===== src/rtl/tlut_sweep_cnt.sv =====
// Sweep counter for the temporal-LUT multiplier: programmable-modulus phase
// counter with Gray-coded phase, saturating epoch count and one-shot halt.
module tlut_sweep_cnt #(
  parameter int unsigned WIDTH   = 8,
  parameter int unsigned EPOCH_W = 4
) (
  input  logic               clk,
  input  logic               rst,
  input  logic               enable,
  input  logic               clear,
  input  logic               oneshot,
  input  logic [WIDTH-1:0]   mod_max,
  output logic [WIDTH-1:0]   cnt_out,
  output logic [WIDTH-1:0]   gray_out,
  output logic               rollover,
  output logic [EPOCH_W-1:0] epoch,
  output logic               epoch_sat,
  output logic               done
);

  localparam logic [EPOCH_W-1:0] EPOCH_MAX = '1;

  typedef enum logic {
    ST_RUN  = 1'b0,
    ST_HALT = 1'b1
  } state_e;

  state_e             state_q;
  logic [WIDTH-1:0]   cnt_q;
  logic [WIDTH-1:0]   cnt_d;
  logic [EPOCH_W-1:0] epoch_q;
  logic [EPOCH_W-1:0] epoch_d;
  logic               epoch_sat_q;
  logic               done_q;
  logic               term;
  logic               roll;

  // Terminal test uses >= so a lowered modulus wraps on the next enabled cycle.
  assign term = (cnt_q >= mod_max);
  assign roll = enable & term & ~clear & (state_q == ST_RUN);

  // Next phase: clear wins, then wrap, then increment; HALT holds.
  always_comb begin
    cnt_d = cnt_q;
    if (clear) begin
      cnt_d = '0;
    end else if (state_q == ST_RUN) begin
      if (roll) begin
        cnt_d = '0;
      end else if (enable) begin
        cnt_d = cnt_q + WIDTH'(1);
      end
    end
  end

  // Next epoch: counts completed sweeps, sticks at all-ones.
  always_comb begin
    epoch_d = epoch_q;
    if (clear) begin
      epoch_d = '0;
    end else if (roll && (epoch_q != EPOCH_MAX)) begin
      epoch_d = epoch_q + EPOCH_W'(1);
    end
  end

  // State, phase, epoch and status registers with synchronous reset.
  always_ff @(posedge clk) begin
    if (rst) begin
      state_q     <= ST_RUN;
      cnt_q       <= '0;
      epoch_q     <= '0;
      epoch_sat_q <= 1'b0;
      done_q      <= 1'b0;
    end else begin
      cnt_q       <= cnt_d;
      epoch_q     <= epoch_d;
      epoch_sat_q <= (epoch_d == EPOCH_MAX);
      case (state_q)
        ST_RUN: begin
          if (roll && oneshot) begin
            state_q <= ST_HALT;
            done_q  <= 1'b1;
          end
        end
        ST_HALT: begin
          if (clear) begin
            state_q <= ST_RUN;
            done_q  <= 1'b0;
          end
        end
        default: begin
          state_q <= ST_RUN;
          done_q  <= 1'b0;
        end
      endcase
    end
  end

  // done mirrors the HALT state once out of reset.
  a_done_halt: assert property (@(posedge clk) disable iff (rst)
    done_q == (state_q == ST_HALT));

  // Phase never moves while halted unless cleared.
  a_halt_hold: assert property (@(posedge clk) disable iff (rst)
    (state_q == ST_HALT && !clear) |=> $stable(cnt_q));

  assign cnt_out   = cnt_q;
  assign gray_out  = cnt_q ^ (cnt_q >> 1);
  assign rollover  = roll;
  assign epoch     = epoch_q;
  assign epoch_sat = epoch_sat_q;
  assign done      = done_q;

endmodule


===== config.mk =====
export PLATFORM = sky130hd
export DESIGN_NAME = tlut_sweep_cnt
export DESIGN_NICKNAME = d
export VERILOG_FILES = /design/src/rtl/tlut_sweep_cnt.sv
export SDC_FILE = /design/constraint.sdc
export NUM_CORES = 1
export LEC_CHECK = 0
export ABC_AREA = 1
export BUFFER_PORTS_ARGS = -buffer_cell sky130_fd_sc_hd__buf_2
export CORE_MARGIN = 4
export CORE_UTILIZATION = 55
export CTS_BUF_LIST = sky130_fd_sc_hd__clkbuf_4 sky130_fd_sc_hd__clkbuf_8
export DETAILED_ROUTE_END_ITERATION = 10
export PLACE_DENSITY = 0.91
export SYNTH_ARGS = -nofsm -noshare
export SYNTH_HDL_FRONTEND = slang
export SYNTH_SLANG_ARGS = --single-unit

===== constraint.sdc =====
create_clock -name clk -period 4.3 [get_ports clk]
set_input_delay 0.43 -clock clk [delete_from_list [all_inputs] [get_ports clk]]
set_output_delay 0.43 -clock clk [all_outputs]
set_load 0.01 [all_outputs]

==> metrics.cfg <==
[outcome]
status = finished clean

[power]
p_leak_nw = 0.746
peakVddDrop_mv = 0.158
total_power_w = 0.000255
p_per_area_nw_per_um2 = 198

[timing]
worst_pin_slew_ps = 221
hold_viol = 0
rsz0062_at_grt = no
period_share_pct = 53.1
setup_tns_ps = 0
fin_crit_ps = 2280
finalSetupViolations = 0
max_clock_freq_mhz = 438
slew_viol_final = 0
finClkSkew_ps = 4.23
relSlewSlack_pct = 85.2
whs_ps = 352

[routing]
antenna_left = 0
wl_per_cell_um = 11.5
routed-via-count = 990
drc = 0
drt_wl_total_um = 2280
drt_iter0_markers = 10
drt_pre_antenna_iters = 4
drt-vias-per-instance = 5.00

[worst_setup_path]
cp-startpoint = cnt_out[3]
path_max_fanout = 7
worstSetupStartpointType = register
crit_type = register to output pin
cp-end-kind = output pin
crit_required_ps = 3870
critical_path_arrival_ps = 1850
reg2reg_from = cnt_out[3]

[job]
max_cap_violations = 0

[cts]
cts_root_buf = clkbuf_4
holdBufCountCts = 0
h-tree-depth = 1
cts_resized = 0
cts_tree = done
numCtsBuffers = 3
post_cts_buffers = 0
cts.clk_slew.worst_paths_ps = 80
insertion_delay_ps = 280
clock_sinks = 15
clock_path_buffers = 2

[floorplan]
rows = 15
die-area_um2 = 2690
coreArea_um2 = 1780
dieHeight_um = 51.8
io_pins = 36
chipWidth_um = 51.8
initial_core_util_pct = 59.3

[placement]
gp_congestion = 0.749
io_buffers = 35
dp_hpwl_um = 1910

[synth]
synth_cell_type_count = 24
synth_seq_cells = 15
syn_inst = 135
synth.net_count = 163
yosys_warnings = 0
ys_seq_area_share_pct = 28.4
syn_avg_cell_area_um2 = 7.83
netlist_area_um2 = 1060

[worst_hold_path]
holdCritStartpoint = rst
hold_path_class = input pin to register

[grt]
grt_max_degree = 9
grtUsageTotal_pct = 19.7
antenna_found_initial = 0
grt_pass1_vias = 972
gr-total-overflow = 0
grt_first_pass_wirelength_um = 4000

[cells_and_area]
nets = 202
drive_above_1_share_pct = 32.4
diodes = 0
areaGrowthSynthToFinish_pct = 21.7

-- registers in the layout, indices dropped and copies added, names as in the netlist --
name,flops
cnt_out,8
done,1
epoch,4
epoch_sat,1
state_q,1
-- power by group --
group	internal, W	total [W]	switching, W
Combinational	0.0000116	0.0000301	0.0000185
Sequential	0.000139	0.000140	0.000000710
Clock	0.0000423	0.0000849	0.0000426
Total	0.000193	0.000255	0.0000618
-- through the flow --
step                      cells  worst slack, ps  cell area, um^2  util [%]
final                       198             2020             1290      72.1
after detailed placement    194             2170             1260      70.5
after CTS                   198             2010             1290      72.1
after global routing        198             1830             1290      72.1
after global placement      194             2240             1260      70.5
after floorplan             135             2480             1060         -
-- area by class of cell --
| type | instances | area [um^2] |
|---|---|---|
| multi-input cells | 93 | 652 |
| fillers | 149 | 497 |
| flip-flops and latches | 15 | 300 |
| repair buffers | 35 | 175 |
| inverters | 26 | 97.6 |
| well taps | 25 | 31.3 |
| clock buffers | 4 | 30.0 |
-- layout by cell type, fill, tap and decap left out, drive strengths merged --
| cell type | netlist | final |
|---|---|---|
| dfxtp | 15 | 15 |
| o21ai | 1 | 1 |
| buf | 1 | 35 |
| clkbuf | 0 | 4 |
| nand4 | 5 | 5 |
| a21o | 1 | 1 |
| nor3 | 3 | 3 |
| xor2 | 7 | 7 |
| ha | 15 | 15 |
| o211ai | 1 | 1 |
| inv | 26 | 26 |
| nor2 | 19 | 19 |
| nand2 | 28 | 28 |
| xnor2 | 1 | 1 |
| nand3 | 8 | 8 |
| a21oi | 4 | 4 |
-- kinds of logic (layout without fill, tap and decap cells) --
logic type      after synthesis  count (layout)  synth area share [%]
flops                        15              15                  28.4
xor+xnor                      8               8                  6.63
simple gates                 63              63                  33.5
compound gates                7               7                  3.79
buf+inv                      27              65                  9.94
fa+ha+maj                    15              15                  17.8
-- metal layers --
layer | wire length, um | up-vias | track usage (%)
met5 | 0 | - | 0
li1 | - | 504 | -
met1 | 898 | 448 | 20.6
met3 | 136 | 4 | 6.02
met2 | 1210 | 34 | 35.8
met4 | 36 | 0 | 8.30
-- cells in the mapped netlist --
library cell  instances  area, um^2
nor2_4                2        22.5
nand3_2               2        20.0
nor2_8                1        20.0
dfxtp_1              15         300
a21o_1                1        7.51
ha_1                 15         188
inv_1                24        90.1
nor3_2                1        10.0
nand3_4               1        17.5
xor2_1                7        61.3
inv_2                 2        7.51
xnor2_1               1        8.76
o21ai_0               1        5.00
nor2_1               13        48.8
nor3_1                2        10.0
nand4_4               1        21.3
nor2_2                3        18.8
nand3_1               5        25.0
o211ai_1              1        7.51
buf_4                 1        7.51
nand2_2               4        25.0
nand2_1              24        90.1
a21oi_1               4        20.0
nand4_1               4        25.0
-- final timing paths --
kind	depth (start not counted)	slack [ps]	to
hold reg to reg	2	510	done
setup / recovery	10	2020	rollover
hold / removal	2	350	epoch[2]
setup reg to reg	12	2570	epoch_sat
-- worst max-delay path: stages (launching register included) --
cell,delay (ps)
dfxtp_1,430
ha_1,290
nand2_1,80
inv_1,70
nand2_1,70
nand2_1,40
nand2_1,90
nand3_4,120
nand2_1,150
inv_1,70
buf_2,140
Note: power is estimated with default switching activity, not from simulation.
